==> config.mk <==
export PLATFORM = sky130hd
export DESIGN_NAME = csa_accumulator
export DESIGN_NICKNAME = d
export VERILOG_FILES = /design/src/rtl/csa_accumulator.sv
export SDC_FILE = /design/constraint.sdc
export NUM_CORES = 1
export LEC_CHECK = 0
export BUFFER_PORTS_ARGS = -buffer_cell sky130_fd_sc_hd__buf_4
export CORE_AREA = 3 3 69 71
export CTS_BUF_LIST = sky130_fd_sc_hd__clkbuf_2
export DETAILED_ROUTE_END_ITERATION = 10
export DIE_AREA = 0 0 72 74
export HOLD_SLACK_MARGIN = 0.02
export SYNTH_ARGS = -nofsm -noshare
export SYNTH_HDL_FRONTEND = slang
export SYNTH_SLANG_ARGS = --single-unit
==> constraint.sdc <==
create_clock -name clk -period 1.99 [get_ports clk]
set_input_delay 0.398 -clock clk [delete_from_list [all_inputs] [get_ports clk]]
set_output_delay 0.398 -clock clk [all_outputs]
set_load 0.005 [all_outputs]
==> src/rtl/csa_accumulator.sv <==
// Multi-operand accumulator that keeps the running sum in carry-save form (S, Cs)
// and resolves the carries with a ripple-free iterative pass once the job closes.
module csa_accumulator #(
  parameter int WIDTH = 6,
  parameter int CNT_W = 4
) (
  input  logic                   clk,
  input  logic                   rst_n,
  input  logic                   start,
  input  logic                   op_valid,
  input  logic [WIDTH-1:0]       op_data,
  input  logic                   op_last,
  output logic                   op_ready,
  output logic                   res_valid,
  input  logic                   res_ready,
  output logic [WIDTH+CNT_W-1:0] result,
  output logic [CNT_W:0]         op_count,
  output logic                   trunc,
  output logic                   busy
);

  localparam int OUT_W = WIDTH + CNT_W;

  localparam logic [1:0] IDLE    = 2'd0;
  localparam logic [1:0] ACCUM   = 2'd1;
  localparam logic [1:0] RESOLVE = 2'd2;
  localparam logic [1:0] DONE    = 2'd3;

  localparam logic [CNT_W:0] COUNT_LIMIT = {1'b1, {CNT_W{1'b0}}};
  localparam logic [CNT_W:0] COUNT_ONE   = {{CNT_W{1'b0}}, 1'b1};

  function automatic logic [OUT_W-1:0] csa_sum(
    input logic [OUT_W-1:0] a,
    input logic [OUT_W-1:0] b,
    input logic [OUT_W-1:0] c
  );
    csa_sum = a ^ b ^ c;
  endfunction

  // Carry word is returned already weighted (shifted left one place).
  function automatic logic [OUT_W-1:0] csa_carry(
    input logic [OUT_W-1:0] a,
    input logic [OUT_W-1:0] b,
    input logic [OUT_W-1:0] c
  );
    logic [OUT_W-1:0] maj;
    maj       = (a & b) | (a & c) | (b & c);
    csa_carry = {maj[OUT_W-2:0], 1'b0};
  endfunction

  logic [1:0]       state;
  logic [OUT_W-1:0] s_reg;
  logic [OUT_W-1:0] cs_reg;
  logic [CNT_W:0]   count_reg;
  logic             trunc_reg;

  logic [OUT_W-1:0] operand;
  logic [CNT_W:0]   count_inc;
  logic             accept;
  logic             at_limit;

  assign operand   = {{CNT_W{1'b0}}, op_data};
  assign count_inc = count_reg + COUNT_ONE;
  assign accept    = (state == ACCUM) && op_valid;
  assign at_limit  = (count_inc == COUNT_LIMIT);

  always_ff @(posedge clk or negedge rst_n) begin
    if (!rst_n) begin
      state     <= IDLE;
      s_reg     <= '0;
      cs_reg    <= '0;
      count_reg <= '0;
      trunc_reg <= 1'b0;
    end else begin
      case (state)
        IDLE: begin
          if (start) begin
            s_reg     <= '0;
            cs_reg    <= '0;
            count_reg <= '0;
            trunc_reg <= 1'b0;
            state     <= ACCUM;
          end
        end
        ACCUM: begin
          if (accept) begin
            s_reg     <= csa_sum(s_reg, cs_reg, operand);
            cs_reg    <= csa_carry(s_reg, cs_reg, operand);
            count_reg <= count_inc;
            if (op_last) begin
              trunc_reg <= 1'b0;
              state     <= RESOLVE;
            end else if (at_limit) begin
              trunc_reg <= 1'b1;
              state     <= RESOLVE;
            end
          end
        end
        RESOLVE: begin
          // Each pass pushes every pending carry at least one bit higher.
          if (cs_reg == '0) begin
            state <= DONE;
          end else begin
            s_reg  <= s_reg ^ cs_reg;
            cs_reg <= {s_reg[OUT_W-2:0] & cs_reg[OUT_W-2:0], 1'b0};
          end
        end
        DONE: begin
          if (res_ready) begin
            state <= IDLE;
          end
        end
        default: state <= IDLE;
      endcase
    end
  end

  assign op_ready  = (state == ACCUM);
  assign res_valid = (state == DONE);
  assign busy      = (state != IDLE);
  assign result    = s_reg;
  assign op_count  = count_reg;
  assign trunc     = trunc_reg;

endmodule

# Word level (Yosys, flattened, before mapping)
# Index checks and enable logic that the tools add are counted.
[totals]
latch_bits = 0
ramBits = 0
n_memories = 0
input_bits = 12
output_inout_bits = 19
rom_bits = 0
elab_cells = 56
regBits = 28
[op_classes]
n_reduce_logical = 10
n_addsub = 1
n_bitwise = 8
eq_ne = 10
div = 0
n_shift = 0
mux = 22
n_mul = 0
magnitude_cmp = 0
[ops]
columns = ["op", "count"]
rows = [
  ["$pmux W10 S3", 2],
  ["$mux W10", 5],
  ["$and A9 B6 Y9", 2],
  ["$and A9 B9 Y9", 2],
  ["$or A9 B9 Y9", 2],
  ["$mux W2", 6],
  ["$logic_not A10 Y1", 1],
  ["$mux W5", 2],
  ["$pmux W5 S2", 1],
  ["$xor A10 B10 Y10", 1],
  ["$xor A10 B6 Y10", 1],
  ["$pmux W2 S4", 1],
  ["$reduce_and A4 Y1", 2],
  ["$ne A2 B2 Y1 const B", 3],
  ["$add A5 B1 Y5 const B", 1],
  ["$eq A5 B5 Y1 const B", 1],
  ["$reduce_and A5 Y1", 1],
  ["$eq A2 B2 Y1 const B", 2],
  ["$mux W1", 4],
  ["$ne A2 B1 Y1 const B", 2],
  ["$reduce_bool A2 Y1", 2],
  ["$ne A3 B2 Y1 const B", 1],
  ["$reduce_and A3 Y1", 1],
  ["$reduce_bool A3 Y1", 1],
  ["other kinds (4)", 4],
]

# Logic depth before layout (Yosys ltp)
[logic_depth]
word_depth = 6
mapped_depth = 8
mapped_depth_nobuf = 6

# Least setup slack after synthesis
# No wires, ideal clock.
[synth_timing]
path_kind = "register -> register"
start = "register state[1]"
end = "register s_reg[4] (netlist: result[4])"
synth_period_minus_slack_ns = 1.866
slack_ns = 0.124
required_time_ns = 1.865
stages_incl_launch_ff = 9
path_buffers = 2
arrival_ns = 1.741
setup_ns = 0.125
cell_sequence = "dfrtp_1 -> inv_1 -> ha_1 -> nand2b_1 -> nand3b_1 -> or2_1 -> buf_6 -> buf_12 -> mux2_4"
[synth_via]
elab_chain_len = 4
elab_cells_between_ends = 10
classes_between = "eq/ne: 5; mux: 1; reduce/logical: 4"
[synth_lines]
columns = ["element", "line_no", "rtl"]
rows = [
  ["from (decl)", "51", "logic [1:0] state;"],
  ["from (signal assigned)", "69", "state <= IDLE;"],
  ["from (signal assigned)", "82", "state <= ACCUM;"],
  ["from (signal assigned)", "92", "state <= RESOLVE;"],
  ["$eq A2 B1 Y1 (*)", "n/a", ""],
  ["net op_ready", "13", "output logic op_ready,"],
  ["$logic_and A1 B1 Y1", "64", "assign accept = (state == ACCUM) && op_valid;"],
  ["$ne A2 B1 Y1 (no source line)", "n/a", ""],
  ["$reduce_and A4 Y1 (no source line)", "n/a", ""],
  ["to (signal assigned)", "87", "s_reg <= csa_sum(s_reg, cs_reg, operand);"],
  ["to (signal assigned)", "104", "s_reg <= s_reg ^ cs_reg;"],
  ["to (decl)", "52", "logic [OUT_W-1:0] s_reg;"],
]
# The timed path passes the listed nets; every way through them passes the cells marked *.
# A chain may end at the register's enable or synchronous reset.

# Worst setup path in the final report
[layout_timing]
start = "register state[0]"
end = "register cs_reg[2]"
[layout_via]
elab_chain_len = 4
elab_cells_between_ends = 10
classes_between = "eq/ne: 5; mux: 1; reduce/logical: 4"
[layout_lines]
columns = ["element", "line_no", "rtl"]
rows = [
  ["$eq A2 B1 Y1", "64, 75", ""],
  ["$logic_and A1 B1 Y1", "64", ""],
  ["$ne A2 B1 Y1 (no source line)", "n/a", ""],
  ["$reduce_and A4 Y1 (no source line)", "n/a", ""],
  ["to (signal assigned)", "88", "cs_reg <= csa_carry(s_reg, cs_reg, operand);"],
  ["to (signal assigned)", "105", "cs_reg <= {s_reg[OUT_W-2:0] & cs_reg[OUT_W-2:0], 1'b0};"],
  ["to (decl)", "53", "logic [OUT_W-1:0] cs_reg;"],
]
# Several ways; a longest one is shown, not always the timed one.

==> impl_metrics.xml <==
<?xml version="1.0" encoding="UTF-8"?>
<metrics>
  <group name="synth">
    <metric name="synth.yosys.seq_area_share" unit="%">40.3</metric>
    <metric name="synth_top_area_cell" unit="">sky130_fd_sc_hd__dfrtp_1</metric>
    <metric name="postSynthAreaPerCell" unit="um2">11.3</metric>
    <metric name="synthesized_netlist_cell_count" unit="">149</metric>
    <metric name="postSynth.topFlopCell" unit="">sky130_fd_sc_hd__dfrtp_1</metric>
    <metric name="netlist-cell-type-count" unit="">36</metric>
    <metric name="synth.ff_latch_count" unit="">27</metric>
    <metric name="asyncSetResetFlopFracSynth" unit="%">100</metric>
    <metric name="netlist_area" unit="um2">1680</metric>
    <metric name="netlist_top_cells_area" unit="">sky130_fd_sc_hd__dfrtp_1 (40%), sky130_fd_sc_hd__ha_1 (12%), sky130_fd_sc_hd__mux2_2 (6.0%)</metric>
    <metric name="synth-edff-count" unit="">0</metric>
    <metric name="synth_nets" unit="">182</metric>
    <metric name="synthDominantCellAreaShare" unit="%">40.3</metric>
    <metric name="yosys_warnings" unit="">0</metric>
  </group>
  <group name="pwr">
    <metric name="share_seq_of_total_power" unit="%">33.0</metric>
    <metric name="cell_internal_pwr" unit="mW">1.35</metric>
    <metric name="ir_drop" unit="mV">0.604</metric>
    <metric name="cellPowerDensity" unit="nW/um2">1150</metric>
    <metric name="cellLeakagePower" unit="nW">1.03</metric>
    <metric name="pwr-share-clk" unit="%">9.3</metric>
    <metric name="power.share.combinational" unit="%">57.7</metric>
    <metric name="switching_power" unit="mW">0.967</metric>
    <metric name="switching_share" unit="%">41.8</metric>
  </group>
  <group name="setup_path">
    <metric name="cp.required" unit="ns">2.26</metric>
    <metric name="endpoint_kind" unit="">register</metric>
    <metric name="cp-start-kind" unit="">register</metric>
    <metric name="worstPathMaxFanout" unit="">18</metric>
    <metric name="critPathKind" unit="">register to register</metric>
    <metric name="crit_arrival" unit="ns">2.13</metric>
  </group>
  <group name="timing">
    <metric name="layout_worst_path_cycle_share" unit="%">93.5</metric>
    <metric name="final_period_minus_worst_setup_slack" unit="ns">1.86</metric>
    <metric name="hold_viol_final" unit="">0</metric>
    <metric name="fin_worst_hold_slack" unit="ns">0.352</metric>
    <metric name="clock-skew-final" unit="ns">0.00640</metric>
    <metric name="maxSlewHeadroom" unit="%">70.1</metric>
    <metric name="max_clock_freq" unit="GHz">0.537</metric>
    <metric name="slew_violations" unit="">0</metric>
    <metric name="final_setup_vio_count" unit="">0</metric>
    <metric name="max_slew.worst_pin.slew" unit="ns">0.446</metric>
  </group>
  <group name="floorplanning">
    <metric name="ioPinCount" unit="">31</metric>
    <metric name="die_area" unit="um2">5330</metric>
    <metric name="die-height" unit="um">74</metric>
    <metric name="floorplan.core_area" unit="um2">4290</metric>
    <metric name="floorplan.rows" unit="">24</metric>
    <metric name="die_w" unit="um">72</metric>
    <metric name="initial_core_util" unit="%">39.1</metric>
  </group>
  <group name="global_routing">
    <metric name="antenna_found_initial" unit="">0</metric>
    <metric name="grt_remaining_overflow" unit="">0</metric>
    <metric name="track_usage" unit="%">14.3</metric>
    <metric name="wire_length_of_the_first_global_routing_pass" unit="um">5980</metric>
    <metric name="grt_start_max_net_pins" unit="">28</metric>
    <metric name="first_global_vias" unit="">1178</metric>
  </group>
  <group name="clocking">
    <metric name="clk_path_buf_depth" unit="">2</metric>
    <metric name="clock_tree.htree_level_count" unit="">1</metric>
    <metric name="cts_inserted_buffers" unit="">3</metric>
    <metric name="clockRootBuffer" unit="">sky130_fd_sc_hd__clkbuf_2</metric>
    <metric name="cts.reportedPaths.clkPinSlew" unit="ns">0.24</metric>
    <metric name="tritoncts_num_sinks" unit="">27</metric>
    <metric name="tritoncts_clock_tree" unit="">built</metric>
    <metric name="clock_latency_late_sink" unit="ns">0.35</metric>
  </group>
  <group name="finish">
    <metric name="num-nets-final" unit="">218</metric>
    <metric name="flow.area_growth_from_synthesis" unit="%">20.0</metric>
    <metric name="final_core_util" unit="%">46.9</metric>
    <metric name="diodes_inserted" unit="">0</metric>
    <metric name="layout.area.seq" unit="um2">676</metric>
    <metric name="area_occupied_by_multi_input_gates" unit="um2">952</metric>
    <metric name="final_layout_size_suffix_gt1_share" unit="%">29.3</metric>
    <metric name="layout.cells.most_common" unit="">sky130_fd_sc_hd__buf_4</metric>
    <metric name="mostFrequentLayoutCells" unit="">sky130_fd_sc_hd__buf_4 (34), sky130_fd_sc_hd__dfrtp_1 (27), sky130_fd_sc_hd__o21ai_0 (19)</metric>
    <metric name="largest_reg_flops" unit="">10</metric>
    <metric name="fillCellCount" unit="">399</metric>
  </group>
  <group name="route">
    <metric name="first_pass_iters" unit="">4</metric>
    <metric name="ant_nets" unit="">0</metric>
    <metric name="routed-via-count" unit="">1239</metric>
    <metric name="wl" unit="um">3560</metric>
    <metric name="detail_route.vias_per_cell" unit="">5.25</metric>
    <metric name="detailedRoute.firstIterationViolations" unit="">130</metric>
    <metric name="drt-wirelength-per-cell" unit="um">15.1</metric>
    <metric name="dr_drc_count" unit="">0</metric>
  </group>
  <group name="placed_design">
    <metric name="routabilityCongestion" unit="">0.759</metric>
    <metric name="dp_hpwl" unit="um">2680</metric>
    <metric name="portBuffers" unit="">30</metric>
  </group>
  <group name="outcome">
    <metric name="run_status" unit="">completed</metric>
  </group>
  <group name="job">
    <metric name="max_capacitance_violation_total" unit="">0</metric>
  </group>
  <group name="hold_path">
    <metric name="worst_hold_path_type" unit="">input port to register</metric>
  </group>
</metrics>
-- Yosys cell counts (2+ instances only) --
master                      n
sky130_fd_sc_hd__a211oi_1   2
sky130_fd_sc_hd__a21oi_1    2
sky130_fd_sc_hd__a22o_1    10
sky130_fd_sc_hd__and2_1     3
sky130_fd_sc_hd__clkbuf_1   2
sky130_fd_sc_hd__dfrtp_1   27
sky130_fd_sc_hd__fa_1       5
sky130_fd_sc_hd__ha_1      16
sky130_fd_sc_hd__inv_1      4
sky130_fd_sc_hd__mux2_2     9
sky130_fd_sc_hd__mux2_4     2
sky130_fd_sc_hd__nand2_1   15
sky130_fd_sc_hd__nand2b_1   4
sky130_fd_sc_hd__nand3_1    3
sky130_fd_sc_hd__nand3b_1   2
sky130_fd_sc_hd__nor2_1     2
sky130_fd_sc_hd__nor3b_1    2
sky130_fd_sc_hd__o21ai_0   19
sky130_fd_sc_hd__o31ai_1    2
sky130_fd_sc_hd__xor2_1     2
-- path summary, 6_finish.rpt --
path                          start         to  slack [ns]  cells past startpoint
setup / recovery           state[0]  cs_reg[2]        0.13                      6
hold / removal              op_last      trunc        0.35                      3
setup reg to reg           state[0]  cs_reg[2]        0.13                      6
hold reg to reg               trunc      trunc        0.58                      1
max in group asynchronous     rst_n      trunc        1.29                      2
min in group asynchronous     rst_n  result[6]        0.45                      2
-- area by class of cell --
type / count / share of cell area [%]
Clock buffer: 4 / 0.994
Inverter: 4 / 0.746
Multi-Input combinational cell: 113 / 47.3
Sequential cell: 27 / 33.6
Tap cell: 52 / 3.23
Timing Repair Buffer: 36 / 14.2
-- worst max-delay path, cell delays in order, from the launching register on --
cell and delay [ns]:
sky130_fd_sc_hd__dfrtp_1 0.46, sky130_fd_sc_hd__inv_1 0.15, sky130_fd_sc_hd__ha_2 0.25, sky130_fd_sc_hd__and4_4 0.26, sky130_fd_sc_hd__or2_1 0.15, sky130_fd_sc_hd__buf_12 0.16, sky130_fd_sc_hd__mux2_2 0.34
-- per-stage QoR --
step           instances  worst slack [ns]  power [mW]  instance area [um2]  TNS (ns)
6_report             236             0.129        2.31                 2010         0
5_1_grt              236          -0.00287        2.52                 2010  -0.00287
4_1_cts              235            0.0930        2.31                 2000         0
3_5_place_dp         230             0.122        2.08                 1970         0
3_3_place_gp         230             0.184        2.03                 1970         0
2_1_floorplan        149             0.124        1.67                 1680         0
-- what timing repair did --
item | in CTS | in global routing
gates resized for setup | 0 | 2
hold buffers | 1 | 0
hold endpoints to repair | 27 | 0
setup buffers | 0 | 1
setup endpoints to repair | 0 | 3
-- routing by layer --
layer	vias up	GRT usage, %	wire length (um)
met5	-	0	0
met4	0	4.38	24
met3	2	2.16	156
met2	30	22.2	1730
met1	597	20.5	1650
li1	610	-	-
-- power groups by stage --
| stage | Clock [mW] | Combinational, mW | Sequential (mW) |
|---|---|---|---|
| final | 0.215 | 1.34 | 0.763 |
| after global placement | 0 | 1.26 | 0.766 |
| after CTS | 0.234 | 1.31 | 0.766 |
| after floorplan | 0 | 0.915 | 0.756 |
| after global routing | 0.252 | 1.49 | 0.782 |
| after detailed placement | 0 | 1.31 | 0.774 |
-- cells by family after synthesis --
logic type,share of synthesized area [%]
adders and majority gates,17.9
buffers and inverters,3.43
AOI/OAI and AO/OA,16.3
xor gates and xnor gates,1.04
and+or+nand+nor,12.7
DFF,40.3
muxes,8.43
(Power assumes the default switching activity.)
